==> src/rtl/puzzle_move_ctrl_pkg.sv <==
// ---------------------------------------------------------------------------
// puzzle_move_ctrl_pkg
//   Shared types, constants and helpers for the 8-puzzle move sequencer.
//   Contents:
//     TILE_W, N_TILES, SOLVED_BOARD   board geometry and the goal layout
//     dir_t                           direction the blank tile moves in
//     state_t                         sequencer FSM states
//     legal(pos, dir)                 does the move stay on the 3x3 board
//     target(pos, dir)                blank position after the move
//     bcd_inc(v)                      4-digit BCD +1, saturating at 9999
// ---------------------------------------------------------------------------
package puzzle_move_ctrl_pkg;

   localparam int TILE_W  = 4;
   localparam int N_TILES = 9;

   // Tile i sits at [4i+3:4i]; tiles 0..7 hold 1..8, tile 8 is the blank.
   localparam logic [35:0] SOLVED_BOARD = 36'h0_8765_4321;

   typedef enum logic [1:0] {DIR_UP, DIR_DOWN, DIR_LEFT, DIR_RIGHT} dir_t;
   typedef enum logic [1:0] {IDLE, SHUFFLE, CLEAR} state_t;

   // Column of a board index, written out to avoid a modulo operator.
   function automatic logic [1:0] col_of(input logic [3:0] pos);
      case (pos)
         4'd0, 4'd3, 4'd6: col_of = 2'd0;
         4'd1, 4'd4, 4'd7: col_of = 2'd1;
         default:          col_of = 2'd2;
      endcase
   endfunction

   function automatic logic legal(input logic [3:0] pos, input dir_t dir);
      case (dir)
         DIR_UP:    legal = (pos >= 4'd3);
         DIR_DOWN:  legal = (pos <= 4'd5);
         DIR_LEFT:  legal = (col_of(pos) != 2'd0);
         default:   legal = (col_of(pos) != 2'd2);
      endcase
   endfunction

   function automatic logic [3:0] target(input logic [3:0] pos, input dir_t dir);
      case (dir)
         DIR_UP:    target = pos - 4'd3;
         DIR_DOWN:  target = pos + 4'd3;
         DIR_LEFT:  target = pos - 4'd1;
         default:   target = pos + 4'd1;
      endcase
   endfunction

   // Ripple the carry digit by digit; 9999 is a hard ceiling.
   function automatic logic [15:0] bcd_inc(input logic [15:0] v);
      logic [15:0] r;
      logic        carry;
      r     = v;
      carry = 1'b1;
      if (v != 16'h9999) begin
         for (int d = 0; d < 4; d++) begin
            if (carry) begin
               if (r[d*4 +: 4] == 4'd9) begin
                  r[d*4 +: 4] = 4'd0;
               end else begin
                  r[d*4 +: 4] = r[d*4 +: 4] + 4'd1;
                  carry       = 1'b0;
               end
            end
         end
      end
      return r;
   endfunction

endpackage

==> src/rtl/puzzle_move_ctrl_if.sv <==
// ---------------------------------------------------------------------------
// puzzle_move_ctrl_if
//   Bundle between the button/board side of the system and the move sequencer.
//     btn        raw buttons [0]up [1]down [2]left [3]right [4]scramble
//     board      9 tiles x 4 bits, tile i at [4i+3:4i], 0 = blank
//     blank_pos  index 0..8 of the blank tile
//     move_cnt   4-digit BCD count of legal player moves
//     solved     board equals the goal layout
//     busy       scramble in progress
//   master: drives btn, observes the rest.  slave: the sequencer.
// ---------------------------------------------------------------------------
interface puzzle_move_ctrl_if;

   logic [4:0]  btn;
   logic [35:0] board;
   logic [3:0]  blank_pos;
   logic [15:0] move_cnt;
   logic        solved;
   logic        busy;

   modport master (
      output btn,
      input  board, blank_pos, move_cnt, solved, busy
   );

   modport slave (
      input  btn,
      output board, blank_pos, move_cnt, solved, busy
   );

endinterface

==> src/rtl/puzzle_move_ctrl_btn_debounce.sv <==
// ---------------------------------------------------------------------------
// puzzle_move_ctrl_btn_debounce
//   One push button: 2-FF synchroniser, stability counter, rising-edge pulse.
//   The debounced level only changes after the synchronised input has
//   differed from it for DEBOUNCE_CYCLES consecutive cycles; pulse is high
//   for the single cycle after the debounced level rises.
//   Ports:
//     clk, rst_n   clock, asynchronous active-low reset
//     btn          raw (asynchronous) button level
//     pulse        one-cycle command strobe on an accepted press
// ---------------------------------------------------------------------------
module puzzle_move_ctrl_btn_debounce #(
   parameter int DEBOUNCE_CYCLES = 4
) (
   input  logic clk,
   input  logic rst_n,
   input  logic btn,
   output logic pulse
);

   localparam int CW = (DEBOUNCE_CYCLES > 1) ? $clog2(DEBOUNCE_CYCLES) : 1;
   localparam logic [CW-1:0] CNT_MAX = CW'(DEBOUNCE_CYCLES - 1);

   logic [1:0]    sync_reg;
   logic          level_reg;
   logic          pulse_reg;
   logic [CW-1:0] cnt_reg;

   always_ff @(posedge clk or negedge rst_n) begin
      if (!rst_n) begin
         sync_reg  <= '0;
         level_reg <= 1'b0;
         pulse_reg <= 1'b0;
         cnt_reg   <= '0;
      end else begin
         sync_reg  <= {sync_reg[0], btn};
         pulse_reg <= 1'b0;
         // Any cycle that agrees with the current level restarts the count,
         // so only an unbroken run of the new level is accepted.
         if (sync_reg[1] == level_reg) begin
            cnt_reg <= '0;
         end else if (cnt_reg == CNT_MAX) begin
            level_reg <= sync_reg[1];
            pulse_reg <= sync_reg[1];
            cnt_reg   <= '0;
         end else begin
            cnt_reg <= cnt_reg + CW'(1);
         end
      end
   end

   assign pulse = pulse_reg;

endmodule

==> src/rtl/puzzle_move_ctrl.sv <==
// ---------------------------------------------------------------------------
// puzzle_move_ctrl
//   Move sequencer for the 8-puzzle: debounced button presses become blank
//   tile moves, legal moves swap tiles and bump a BCD move counter, the
//   centre button runs an LFSR-driven scramble of SHUFFLE_MOVES attempts.
//   Ports:
//     clk, rst_n   clock, asynchronous active-low reset
//     bus          puzzle_move_ctrl_if.slave (btn in; board, blank_pos,
//                  move_cnt, solved, busy out)
// ---------------------------------------------------------------------------
module puzzle_move_ctrl
   import puzzle_move_ctrl_pkg::*;
#(
   parameter int          DEBOUNCE_CYCLES = 4,
   parameter int          SHUFFLE_MOVES   = 32,
   parameter logic [15:0] LFSR_SEED       = 16'hACE1
) (
   input  logic               clk,
   input  logic               rst_n,
   puzzle_move_ctrl_if.slave  bus
);

   logic [4:0] cmd;

   for (genvar gi = 0; gi < 5; gi++) begin : g_deb
      puzzle_move_ctrl_btn_debounce #(
         .DEBOUNCE_CYCLES (DEBOUNCE_CYCLES)
      ) u_deb (
         .clk   (clk),
         .rst_n (rst_n),
         .btn   (bus.btn[gi]),
         .pulse (cmd[gi])
      );
   end

   state_t      state_reg, state_next;
   logic [3:0]  tile_reg  [N_TILES];
   logic [3:0]  tile_next [N_TILES];
   logic [3:0]  blank_reg, blank_next;
   logic [15:0] cnt_reg, cnt_next;
   logic [7:0]  shuf_reg, shuf_next;
   logic [15:0] lfsr_reg;
   logic        solved_reg;
   logic        busy_reg;
   logic [35:0] board_flat;

   logic        move_req;
   dir_t        move_dir;
   logic [3:0]  tgt;

   for (genvar gi = 0; gi < N_TILES; gi++) begin : g_flat
      assign board_flat[gi*TILE_W +: TILE_W] = tile_reg[gi];
   end

   always_comb begin
      state_next = state_reg;
      tile_next  = tile_reg;
      blank_next = blank_reg;
      cnt_next   = cnt_reg;
      shuf_next  = shuf_reg;
      move_req   = 1'b0;
      move_dir   = DIR_UP;
      tgt        = blank_reg;

      case (state_reg)
         IDLE: begin
            // Fixed priority; lower-priority strobes in the same cycle are lost.
            if (cmd[4]) begin
               state_next = SHUFFLE;
               shuf_next  = '0;
            end else if (cmd[0]) begin
               move_req = 1'b1;
               move_dir = DIR_UP;
            end else if (cmd[1]) begin
               move_req = 1'b1;
               move_dir = DIR_DOWN;
            end else if (cmd[2]) begin
               move_req = 1'b1;
               move_dir = DIR_LEFT;
            end else if (cmd[3]) begin
               move_req = 1'b1;
               move_dir = DIR_RIGHT;
            end
         end
         SHUFFLE: begin
            // Button strobes are simply not looked at here, so nothing queues.
            move_req  = 1'b1;
            move_dir  = dir_t'(lfsr_reg[1:0]);
            shuf_next = shuf_reg + 8'd1;
            if (shuf_reg == 8'(SHUFFLE_MOVES - 1)) begin
               state_next = CLEAR;
            end
         end
         CLEAR: begin
            cnt_next   = '0;
            state_next = IDLE;
         end
         default: begin
            state_next = IDLE;
         end
      endcase

      if (move_req && legal(blank_reg, move_dir)) begin
         tgt                  = target(blank_reg, move_dir);
         tile_next[blank_reg] = tile_reg[tgt];
         tile_next[tgt]       = '0;
         blank_next           = tgt;
         if (state_reg == IDLE) begin
            cnt_next = bcd_inc(cnt_reg);
         end
      end
   end

   always_ff @(posedge clk or negedge rst_n) begin
      if (!rst_n) begin
         state_reg  <= IDLE;
         for (int i = 0; i < N_TILES; i++) begin
            tile_reg[i] <= SOLVED_BOARD[i*TILE_W +: TILE_W];
         end
         blank_reg  <= 4'd8;
         cnt_reg    <= '0;
         shuf_reg   <= '0;
         lfsr_reg   <= LFSR_SEED;
         solved_reg <= 1'b1;
         busy_reg   <= 1'b0;
      end else begin
         state_reg  <= state_next;
         tile_reg   <= tile_next;
         blank_reg  <= blank_next;
         cnt_reg    <= cnt_next;
         shuf_reg   <= shuf_next;
         // Free-running in every state so the scramble depends on press timing.
         lfsr_reg   <= {lfsr_reg[14:0],
                        lfsr_reg[15] ^ lfsr_reg[13] ^ lfsr_reg[12] ^ lfsr_reg[10]};
         // Compares the current board, so it trails a board update by one cycle.
         solved_reg <= (board_flat == SOLVED_BOARD);
         busy_reg   <= (state_next != IDLE);
      end
   end

   assign bus.board     = board_flat;
   assign bus.blank_pos = blank_reg;
   assign bus.move_cnt  = cnt_reg;
   assign bus.solved    = solved_reg;
   assign bus.busy      = busy_reg;

endmodule

==> src/flat_wrapper.sv <==
// flat-port wrapper written by rule: the top's interface ports become plain ports
module puzzle_move_ctrl_flat import puzzle_move_ctrl_pkg::*;
#(
   parameter int          DEBOUNCE_CYCLES = 4,
   parameter int          SHUFFLE_MOVES   = 32,
   parameter logic [15:0] LFSR_SEED       = 16'hACE1
)
  (clk, rst_n, bus_btn, bus_board, bus_blank_pos, bus_move_cnt, bus_solved, bus_busy);
  puzzle_move_ctrl_if bus_i ();
  input  logic clk;
  input  logic rst_n;
  input wire logic [$bits(bus_i.btn)-1:0] bus_btn;
  output wire logic [$bits(bus_i.board)-1:0] bus_board;
  output wire logic [$bits(bus_i.blank_pos)-1:0] bus_blank_pos;
  output wire logic [$bits(bus_i.move_cnt)-1:0] bus_move_cnt;
  output wire logic [$bits(bus_i.solved)-1:0] bus_solved;
  output wire logic [$bits(bus_i.busy)-1:0] bus_busy;
  assign bus_i.btn = bus_btn;
  assign bus_board = bus_i.board;
  assign bus_blank_pos = bus_i.blank_pos;
  assign bus_move_cnt = bus_i.move_cnt;
  assign bus_solved = bus_i.solved;
  assign bus_busy = bus_i.busy;
  puzzle_move_ctrl #(.DEBOUNCE_CYCLES(DEBOUNCE_CYCLES), .SHUFFLE_MOVES(SHUFFLE_MOVES), .LFSR_SEED(LFSR_SEED)) u_core (.clk(clk), .rst_n(rst_n), .bus(bus_i));
endmodule
==> config.mk <==
export PLATFORM = sky130hd
export DESIGN_NAME = puzzle_move_ctrl_flat
export DESIGN_NICKNAME = d
export VERILOG_FILES = /design/src/rtl/puzzle_move_ctrl_pkg.sv /design/src/rtl/puzzle_move_ctrl_if.sv /design/src/rtl/puzzle_move_ctrl_btn_debounce.sv /design/src/rtl/puzzle_move_ctrl.sv /design/src/flat_wrapper.sv
export SDC_FILE = /design/constraint.sdc
export NUM_CORES = 1
export LEC_CHECK = 0
export CAP_MARGIN = 20
export CORE_AREA = 2 2 79 156
export DETAILED_ROUTE_END_ITERATION = 10
export DIE_AREA = 0 0 81 158
export GPL_TIMING_DRIVEN = 0
export PLACE_DENSITY = 0.74
export REMOVE_ABC_BUFFERS = 1
export SLEW_MARGIN = 10
export SYNTH_ARGS = -nofsm -noshare
export SYNTH_HDL_FRONTEND = slang
export SYNTH_SLANG_ARGS = --single-unit
==> constraint.sdc <==
create_clock -name clk -period 4 [get_ports clk]
set_clock_uncertainty 0.1 [all_clocks]
set_input_delay 0.6 -clock clk [delete_from_list [all_inputs] [get_ports clk]]
set_output_delay 0.6 -clock clk [all_outputs]
set_load 0.02 [all_outputs]
After elaboration in Yosys (flattened, before gate mapping):

Cells that the tools add are included.

* register bits after elaboration: 114
* bits in latches: 0
* memory bits (writable): 0
* ROM bits: 0
* bits of input ports: 7
* output and inout bits: 58
* logic and storage cells: 200
* memories: 0

* add/subtract/negate cells: 14
* $mul: 0
* div/mod/pow operators: 0
* magnitude comparators: 6
* eq/ne operators: 32
* shifts and indexed selects: 0
* multiplexer cells: 76
* bitwise gates (word level): 12
* reduce and logical (&&, ||, !) cells: 21

Operator list (count)
* two-way mux 16 bit: 4
* two-way mux 4 bit: 12
* two-way mux 2 bit: 19
* bitwise AND 36 bit: 1
* bitwise mux 36 bit: 1
* == test 36 x 32 -> 1 bit, second input constant: 1
* NOT 36 bit: 1
* demux 4 bit (select 4 bit): 2
* two-way mux 1 bit: 29
* adder 4 x 1 -> 4 bit, second input constant: 5
* AND reduction 2 bit: 9
* binary-select mux 4 bit (select 4 bit): 1
* == test 4 bit, second input constant: 4
* != test 16 bit, second input constant: 1
* case mux 8 bit (2 select lines): 1
* == test 2 bit, second input constant: 7
* == test 4 x 3 -> 1 bit, second input constant: 3
* != test 3 bit, second input constant: 4
* case mux 2 bit (2 select lines): 3
* case mux 4 bit (3 select lines): 1
* adder 2 x 1 -> 2 bit, second input constant: 5
* greater-or-equal comparator 5 bit, second input constant: 2
* < comparator 5 x 1 -> 1 bit, second input constant: 2
* NOT 4 -> 5 bit: 2
* other kinds (22): 41

Longest topological paths before layout:

* depth after elaboration: 25
* depth in mapped cells: 15
* depth with buffers taken out: 12

Hierarchy:

From an unflattened synthesis, not the netlist that was laid out.

* cell total of the unflattened synthesis: 495
* area total of the unflattened synthesis: 5836.8 sq um

By module, submodules not included
* puzzle_move_ctrl: times used 1, cells each 435, area each 4792.1 sq um, seq. area each 2130.8 sq um
* puzzle_move_ctrl_btn_debounce: times used 5, cells each 12, area each 209.0 sq um, seq. area each 150.1 sq um

Least setup slack after synthesis:

Ideal clock, no wire load.

* path kind: register to register
* from: register u_core.g_deb[4].u_deb.pulse_reg
* to: register u_core.tile_reg (netlist bit u_core.bus.board[5])
* library setup time: 0.074 ns
* arrival: 3.699 ns
* required time: 3.826 ns
* path slack: 0.127 ns
* stages on the path, launching flop included: 14
* buffers on the path: 3
* period minus slack after synthesis: 3.873 ns
* path through: dfrtp_1 or4_4 o21bai_4 and2_1 buf_6 clkbuf_1 nor2_1 fa_1 buf_1 mux4_2 o22ai_1 a2111oi_1 a211oi_4 o2bb2ai_1

* longest elaborated chain between the ends: 12
* elaborated cells between the ends (all ways): 23
* classes of those cells: order compare: 2; eq/ne: 2; mux: 13; bitwise: 3; reduce/logical: 3

RTL lines
* from (decl): line puzzle_move_ctrl_btn_debounce.sv:26 `logic pulse_reg;`
* from (signal assigned): line puzzle_move_ctrl_btn_debounce.sv:44 `pulse_reg <= sync_reg[1];`
* two-way mux 2 bit: line puzzle_move_ctrl.sv:68 `if (cmd[4]) begin`
* case mux 2 bit (2 select lines): line puzzle_move_ctrl.sv:65 `case (state_reg)`
* == test 2 bit (tied with other cells): line puzzle_move_ctrl_pkg.sv:33, puzzle_move_ctrl_pkg.sv:42
* case mux 4 bit (3 select lines): line puzzle_move_ctrl_pkg.sv:42 `case (dir)`
* two-way mux 4 bit: line puzzle_move_ctrl.sv:103 `if (move_req && legal(blank_reg, move_dir)) begin`
* NOT 4 -> 5 bit (implied by the code): line puzzle_move_ctrl.sv:105, puzzle_move_ctrl.sv:106
* greater-or-equal comparator 5 bit (implied by the code) / < comparator 5 x 1 -> 1 bit (equally long branches): line puzzle_move_ctrl.sv:106 `tile_next[tgt] = '0;`
* logical AND 1 bit (implied by the code): line puzzle_move_ctrl.sv:106
* two-way mux 4 bit (implied by the code): line puzzle_move_ctrl.sv:106
* demux 4 bit (select 4 bit): line puzzle_move_ctrl.sv:106
* NOT 36 bit (no source line)
* bitwise AND 36 bit (no source line)
* to (signal, indexed assignment): line puzzle_move_ctrl.sv:118 `tile_reg[i] <= SOLVED_BOARD[i*TILE_W +: TILE_W];`
* to (signal assigned): line puzzle_move_ctrl.sv:128 `tile_reg <= tile_next;`
* to (decl): line puzzle_move_ctrl.sv:37 `logic [3:0] tile_reg [N_TILES];`

Parallel ways exist; a longest one is shown, timed or not. The select of a mux whose other input is x is not followed.
A chain may end at the register's enable or synchronous reset.

Final worst setup path:

* from: register u_core.g_deb[4].u_deb.pulse_reg
* to: register u_core.tile_reg (netlist bit u_core.bus.board[17])

Same word-level chain as after synthesis.

==> flow_metrics.py <==
metrics = {
    "logic_synthesis": {
        "ys_ff_latch": 114,
        "syn_avg_cell_area_um2": 11.4,
        "netlist_instances": 510,
        "synth_warnings": 0,
        "ys_top_cells_by_area": "dfrtp_1, dfstp_2, o2bb2ai_1",
        "synth-async-reset-ratio": 1.00,
        "synth_top_area_cell": "dfrtp_1",
        "synthTopCellsByCount": "dfrtp_1, nand2_1, o2bb2ai_1, o21ai_0",
        "synth_top_area_frac": 0.393,
        "synthDistinctLibCells": 65,
        "synth_area_um2": 5800,
        "synth_edf_count": 0,
        "yosysMostFrequentCell": "dfrtp_1",
        "synth-main-ff-cell": "dfrtp_1",
        "yosysSeqAreaShare": 0.497,
    },
    "timing": {
        "max_freq_mhz": 255,
        "fin_crit_sh": 0.982,
        "slew_headroom": 0.480,
        "slew_violations": 0,
        "rsz0062_at_grt": "no",
        "setup_viol": 0,
        "min_period_ps": 3930,
        "setup_slack_ps": 71.5,
        "final-hold-violation-count": 0,
        "holdWs_ps": 248,
        "max_slew.worst_pin.slew_ps": 770,
    },
    "grt": {
        "grt_antenna_before_repair": 0,
        "grt_overflow": 0,
        "grt_pass1_wl_um": 25600,
        "track_usage": 0.267,
        "grt_pass1_vias": 5009,
        "use_met1": 0.290,
        "grt_use_met3": 0.0644,
        "grt.met2_usage": 0.444,
        "grt_max_degree": 93,
        "grt_most_used_layer": "met2",
    },
    "placement": {
        "post-place-ws_ps": -979,
        "gp_congestion": 0.888,
        "post-dp-hpwl_um": 10400,
        "numPortBuffers": 64,
    },
    "clock_network": {
        "cts-htree-levels": 4,
        "cts_tree": "done",
        "cts_buffer_depth": 2,
        "cts_root_buf": "clkbuf_16",
        "cts_sinks": 114,
        "path_clk_slew_ps": 50,
        "clk_latency_ps": 410,
        "cts_made_buffers": 17,
    },
    "run": {
        "cap_violations": 0,
    },
    "routing": {
        "drc_errors": 0,
        "wire_per_inst_um": 21.0,
        "ant_nets": 0,
        "wl_um": 15900,
        "routed_via_density": 6.32,
        "drt_iter0_markers": 318,
        "vias": 4775,
        "dr.pass1.iters": 5,
    },
    "setup_path": {
        "startpoint_type": "flip-flop",
        "worst_setup_path_end_kind": "flip-flop",
        "worst_ep_arrival_time_ps": 4120,
        "crit_path_max_fanout": 5,
        "r2r_cells": 11,
        "critPathRequiredTime_ps": 4190,
        "crit_type": "flip-flop to flip-flop",
    },
    "floorplan": {
        "die_h_um": 158,
        "start_util": 0.498,
        "ios": 65,
        "rows": 56,
        "design.die.area_um2": 12800,
        "die_w_um": 81,
        "core_um2": 11600,
    },
    "hold_path": {
        "holdPathStages": 0,
        "hp-class": "flip-flop to flip-flop",
    },
    "finish": {
        "drive_gt1_frac": 0.206,
        "num-fill-cells": 930,
        "largest_reg_flops": 36,
        "diodes": 0,
        "nets": 617,
        "areaGrowthSynthToFinish_pct": 28.8,
    },
    "power_and_ir_drop": {
        "p_leak_uw": 0.00300,
        "powerDensity_nw_per_um2": 900,
        "peakVddDrop_uv": 683,
        "finalPower_uw": 6720,
    },
    "run_status": {
        "status": "finished clean",
    },
}
-- what timing repair did --
| item | 4_1_cts | 5_1_grt |
|---|---|---|
| hold buffers | 1 | 0 |
| endpoints found under the setup margin | 37 | 37 |
| hold endpoints to repair | 22 | 0 |
| cloned | 1 | 1 |
| resized for setup | 26 | 3 |
| setup buffers | 17 | 3 |
| pin swaps | 8 | 1 |
-- final timing paths --
kind | start | endpoint | slack [ps]
worst max-delay path | u_core.g_deb[4].u_deb.pulse$_DFF_PN0_ | u_core.bus.board[17]$_DFFE_PN0P_ | 70
worst min-delay path | u_core.g_deb[0].u_deb.sync_reg[0]$_DFF_PN0_ | u_core.g_deb[0].u_deb.sync_reg[1]$_DFF_PN0_ | 250
worst max register to register | u_core.g_deb[4].u_deb.pulse$_DFF_PN0_ | u_core.bus.board[17]$_DFFE_PN0P_ | 70
worst min register to register | u_core.g_deb[0].u_deb.sync_reg[0]$_DFF_PN0_ | u_core.g_deb[0].u_deb.sync_reg[1]$_DFF_PN0_ | 250
max in group asynchronous | rst_n | u_core.bus.solved$_DFF_PN1_ | 2540
min in group asynchronous | rst_n | u_core.g_deb[0].u_deb.sync_reg[1]$_DFF_PN0_ | 510
-- routing by layer --
metal	share of wire	wire, um	vias up
met3	0.045	719	76
li1	-	-	2115
met4	0.071	1130	0
met5	0	0	-
met1	0.36	5650	2395
met2	0.53	8360	189
-- cell type report --
| cell class | instances | area, um^2 | area share |
|---|---|---|---|
| Inverter | 13 | 48.8 | 0.00653 |
| Multi-Input combinational cell | 366 | 2930 | 0.393 |
| Clock inverter | 13 | 136 | 0.0183 |
| Sequential cell | 114 | 2890 | 0.386 |
| Timing Repair Buffer | 86 | 852 | 0.114 |
| Clock buffer | 19 | 433 | 0.0580 |
| Tap cell | 145 | 181 | 0.0243 |
-- worst max-delay path, cell delays in order (launching register included) --
cell and delay [ps]:
dfrtp_1 410, or4_4 580, o21ai_2 410, nor2_4 70, fa_2 650, buf_2 260
mux4_2 360, o22ai_1 320, a2111oi_4 130, a211oi_4 280, buf_4 180, o2bb2ai_1 60
-- metrics by stage --
step | cell area (um^2) | instances | utilization | setup TNS, ps
finish | 7470 | 756 | 0.642 | 0
global route | 7470 | 756 | 0.642 | 0
CTS | 7410 | 752 | 0.637 | 0
detailed placement | 6560 | 701 | 0.564 | -28690
global placement | 6530 | 700 | 0.562 | -209740
floorplan | 5710 | 491 | - | 0
-- where the power goes --
group,internal [uW],switching (uW),total (uW)
clock network,914,543,1460
logic,1520,1840,3360
registers,1470,438,1910
-- cells by family (layout without fill, tap and decap cells) --
logic type	after synthesis	after routing	share of synthesized area
mux	37	37	0.0844
fa+ha+maj	13	13	0.0289
xor+xnor	15	16	0.0291
buf+inv	32	131	0.0237
simple gates	158	158	0.152
compound gates	141	142	0.185
flops	114	114	0.497
-- placed cells by master (no fill, tap or decap), types with 16 or more instances in the layout --
cell type / synthesis / layout
nand2_1: 41 / 39
o21ai_0: 34 / 31
dfrtp_1: 91 / 88
clkdlybuf4s50_1: 0 / 63
nor2_1: 23 / 22
buf_4: 0 / 17
mux2i_1: 17 / 16
dfstp_2: 23 / 23
o2bb2ai_1: 36 / 36
clkbuf_16: 0 / 17
nor3_1: 18 / 18
(Power assumes the default switching activity.)
